===== src/rtl/uart_tx_scheduler.sv =====
// Round-robin scheduler sharing one UART transmitter between NREQ byte producers.
// Grants one requester, latches its byte and the frame configuration, pulses
// tx_start/ack for one cycle, then holds off further grants for one full frame
// plus a guard bit.
module uart_tx_scheduler #(
  parameter int unsigned NREQ = 4,
  parameter int unsigned IDW  = $clog2(NREQ)
) (
  input  logic              clk,
  input  logic              rst,
  input  logic              en,
  input  logic [NREQ-1:0]   req,
  input  logic [8*NREQ-1:0] req_data,
  input  logic              dnum,
  input  logic              snum,
  input  logic [1:0]        par,
  output logic [NREQ-1:0]   ack,
  output logic [IDW-1:0]    grant_id,
  output logic              tx_start,
  output logic [7:0]        tx_data,
  output logic              tx_dnum,
  output logic              tx_snum,
  output logic [1:0]        tx_par,
  output logic              busy
);

  typedef enum logic [1:0] {StIdle, StStart, StHold} state_e;

  state_e          state_q;
  logic [IDW-1:0]  ptr_q;
  logic [3:0]      cnt_q;

  logic [IDW:0]    start_pos;
  logic [IDW:0]    win_off;
  logic [IDW:0]    win_pos;
  logic [2*NREQ-1:0] req_dbl;
  logic            win_valid;
  logic [IDW-1:0]  win_idx;
  logic [NREQ-1:0] win_onehot;
  logic [7:0]      win_byte;
  logic            grant;
  logic            par_on;
  logic [3:0]      flen;

  // Round-robin search: rotate requests so ptr+1 sits at bit 0, take the lowest set bit.
  always_comb begin
    start_pos = {1'b0, ptr_q} + 1'b1;
    if (start_pos == (IDW+1)'(NREQ)) begin
      start_pos = '0;
    end
    req_dbl   = {req, req} >> start_pos;
    win_valid = 1'b0;
    win_off   = '0;
    for (int j = NREQ - 1; j >= 0; j--) begin
      if (req_dbl[j]) begin
        win_valid = 1'b1;
        win_off   = (IDW+1)'(j);
      end
    end
    win_pos = start_pos + win_off;
    if (win_pos >= (IDW+1)'(NREQ)) begin
      win_pos = win_pos - (IDW+1)'(NREQ);
    end
    win_idx = win_pos[IDW-1:0];
  end

  // Decode the winner into a one-hot ack pattern and select its byte.
  always_comb begin
    win_onehot = '0;
    win_byte   = '0;
    for (int i = 0; i < NREQ; i++) begin
      if (win_idx == IDW'(i)) begin
        win_onehot[i] = 1'b1;
        win_byte      = req_data[8*i +: 8];
      end
    end
  end

  // Grant is suppressed during reset so busy reads as its reset value.
  assign grant    = (state_q == StIdle) & en & win_valid & ~rst;
  assign busy     = (state_q != StIdle) | grant;
  assign grant_id = ptr_q;

  // Frame length from the latched configuration only: start + data + parity + stop + guard.
  always_comb begin
    par_on = (tx_par == 2'b01) | (tx_par == 2'b10);
    flen   = 4'd2 + (tx_dnum ? 4'd8 : 4'd7) + {3'b000, par_on} + (tx_snum ? 4'd2 : 4'd1);
  end

  // Scheduler FSM with registered start/ack pulses and latched frame parameters.
  always_ff @(posedge clk) begin
    if (rst) begin
      state_q  <= StIdle;
      ptr_q    <= IDW'(NREQ - 1);
      cnt_q    <= '0;
      ack      <= '0;
      tx_start <= 1'b0;
      tx_data  <= '0;
      tx_dnum  <= 1'b0;
      tx_snum  <= 1'b0;
      tx_par   <= '0;
    end else begin
      ack      <= '0;
      tx_start <= 1'b0;
      unique case (state_q)
        StIdle: begin
          if (grant) begin
            ptr_q    <= win_idx;
            tx_data  <= win_byte;
            tx_dnum  <= dnum;
            tx_snum  <= snum;
            tx_par   <= par;
            ack      <= win_onehot;
            tx_start <= 1'b1;
            state_q  <= StStart;
          end
        end
        StStart: begin
          cnt_q   <= flen - 4'd1;
          state_q <= StHold;
        end
        StHold: begin
          if (cnt_q == 4'd0) begin
            state_q <= StIdle;
          end else begin
            cnt_q <= cnt_q - 4'd1;
          end
        end
        default: state_q <= StIdle;
      endcase
    end
  end

endmodule


===== config.mk =====
export PLATFORM = sky130hd
export DESIGN_NAME = uart_tx_scheduler
export DESIGN_NICKNAME = d
export VERILOG_FILES = /design/src/rtl/uart_tx_scheduler.sv
export SDC_FILE = /design/constraint.sdc
export NUM_CORES = 1
export LEC_CHECK = 0
export ABC_AREA = 0
export BUFFER_PORTS_ARGS = -buffer_cell sky130_fd_sc_hd__buf_2
export CORE_ASPECT_RATIO = 0.8
export CORE_MARGIN = 4
export CORE_UTILIZATION = 49
export CTS_BUF_LIST = sky130_fd_sc_hd__clkbuf_4 sky130_fd_sc_hd__clkbuf_8
export CTS_CLUSTER_SIZE = 8
export DETAILED_ROUTE_END_ITERATION = 6
export PLACE_DENSITY = 0.82
export REMOVE_ABC_BUFFERS = 1
export SYNTH_ARGS = -nofsm -noshare
export SYNTH_HDL_FRONTEND = slang
export SYNTH_SLANG_ARGS = --single-unit

===== constraint.sdc =====
create_clock -name clk -period 3.48 [get_ports clk]
set_input_delay 0.348 -clock clk [delete_from_list [all_inputs] [get_ports clk]]
set_output_delay 0.348 -clock clk [all_outputs]
set_load 0.05 [all_outputs]

==> metrics <==
Final Hold Fails=0; Max Cap Viol=0; Seq/Total Area, Yosys=35.1%; detailed-route DRC error count=0; period utilization=84.9%; Tot Pwr=0.814 mW; peak supply drop=246 uV; Setup crit end kind=register; final count of pins violating max slew=0; drt total wl=3.32 mm; outcome=finished, final reports clean; full die area=3850 um^2; CTS buffer count=3; Via density=5.09; Clk Latency, worst-skew pair=0.32 ns; nets=286; worst-margin pin slew=0.428 ns; Detail Placement HPWL=2.53 mm; # IOs=63; RSZ-0062 raised after global routing=no; clock skew=0.00244 ns; worst-path maximum fanout=11; root buffer cell=clkbuf_4; Worst EP arrival=3.19 ns; Synth top area share=35.1%; CTS clk-pin slew, worst paths=0.13 ns; Syn Inst Count=175; gr ovfl total=0; Hold-fix buffers, CTS=0; Synth Register Bits=25; Iteration-0 DRC Markers=93; Yosys warnings=0; commonest non-fill, non-tap cell in the layout=buf_2; core area=2770 um^2; Leak Pwr=0.849 nW; Rel. slew slack=71.2%; Sink Count=25; Yosys top cell by area=dfxtp_1; synthesized cell area=1430 um^2; routability congestion estimate=0.812; routed len/inst=12.2 um; die height=56.3 um; Synth cell types=41; vias in the first global route=1307; post-cts sizing count=0; CTS tree=done; largest net degree at the start of global routing=21; ranking of synthesized cells by area=dfxtp_1 (35%), nand2_1 (7.9%), ha_1 (5.3%), a21oi_1 (4.6%), nor2_1 (4.2%); CP Class=register to register; Die Width=68.4 um; via count of the routed design=1389; number of flops mapped to enable cells by yosys=0; port bufs=62; final core utilization=64.7%; gr usage total=18.3%; Avg Cell Area, Syn=8.16 um^2; Area growth syn-to-layout=25.3%; drt first pass iters=4; initial antenna violation count=0; Filler cells=241; highest clock rate=0.338 GHz; Worst EP required=3.72 ns; initial core utilization=51.6%; commonest cells after routing, fill and taps aside=buf_2 (62), nand2_1 (30), dfxtp_1 (25), nor2_1 (16), inv_1 (14); setup repair bufs after CTS=0; first-pass GRT wire length=5.53 mm; layout cells sized above 1=32.8%; crit start category=register; Hold WC Path Type=input pin to register; CTS H-tree lvls=1; Final min period=2.96 ns; Final Setup Violations=0; row cnt=17; Max clock buf depth=2; ys flop type=dfxtp_1; asr flop ratio synth=0%; post-route ant nets=0; Antenna diodes=0; pwr dens=455 nW/um^2
## layer usage
layer | global-route usage (%) | vias up | share of wire [%]
li1 | - | 719 | -
met1 | 23.3 | 628 | 45
met2 | 29.8 | 40 | 49
met3 | 5.80 | 2 | 5.9
met4 | 3.97 | 0 | 0.42
met5 | 0 | - | 0
## kinds of logic after synthesis
group	after synthesis	share of synthesized area, %
AOI/OAI and AO/OA	34	16.7
xor gates and xnor gates	5	3.07
adders and majority gates	7	6.66
buffers and inverters	22	6.57
DFF	25	35.1
muxes	11	9.11
and+or+nand+nor	71	22.9
## worst max-delay path: stages (launching register included)
cell and delay (ns):
dfxtp_1 0.52, ha_1 0.35, nand2b_1 0.19, a21oi_1 0.15, nor2_1 0.05, a21oi_1 0.12, o21ai_0 0.11, ha_1 0.47
and2_1 0.41, nand2_1 0.10, mux2_2 0.28, o2111ai_1 0.11
## Yosys cell counts (2+ instances only)
cell type	instances
nor3b_1	2
mux2_2	5
xor2_1	2
dfxtp_1	25
nand3_1	5
nor2_1	16
clkbuf_1	4
buf_2	3
o21ai_1	2
a21oi_1	13
o31a_1	2
and2_1	3
inv_1	14
nand2b_1	6
o22ai_1	2
mux2i_1	4
nand2_1	30
nor2b_1	2
o2111ai_1	5
nor3_1	2
xnor2_1	3
ha_1	6
## flip-flops by register name, summed over array words and instances (netlist names)
name	flops
ack	4
tx_snum	1
grant_id	2
tx_dnum	1
tx_start	1
state_q	2
tx_data	8
tx_par	2
cnt_q	4
## per-stage QoR
| step | cell area, um^2 | setup WS, ns | setup TNS, ns | std cells | hold WS [ns] |
|---|---|---|---|---|---|
| 4_1_cts | 1790 | 0.525 | 0 | 273 | 0.241 |
| 6_report | 1790 | 0.524 | 0 | 273 | 0.247 |
| 5_1_grt | 1790 | 0.287 | 0 | 273 | 0.224 |
| 2_1_floorplan | 1390 | -0.134 | -0.191 | 167 | 0.417 |
| 3_5_place_dp | 1760 | 0.561 | 0 | 269 | 0.473 |
| 3_3_place_gp | 1760 | 0.714 | 0 | 269 | 0.459 |
## where the power goes
part	total, mW	switching [mW]	internal [mW]
registers	0.340	0.0203	0.319
clock network	0.138	0.0850	0.0526
logic	0.337	0.214	0.123
## layout make-up
class,instances,area (um^2),share of cell area [%]
Sequential cell,25,500,28.0
Timing Repair Buffer,64,325,18.2
Multi-Input combinational cell,128,833,46.6
Clock buffer,4,30.0,1.68
Inverter,14,52.6,2.94
Tap cell,38,47.5,2.66
## path summary, 6_finish.rpt
check / start / cells past startpoint / to / slack, ns
max: grant_id[0] / 11 / tx_data[4] / 0.52
min: req_data[2] / 3 / tx_data[2] / 0.25
max reg2reg: grant_id[0] / 11 / tx_data[4] / 0.52
min reg2reg: tx_data[6] / 2 / tx_data[6] / 0.49
No activity file was read; power rests on OpenSTA's default activity.
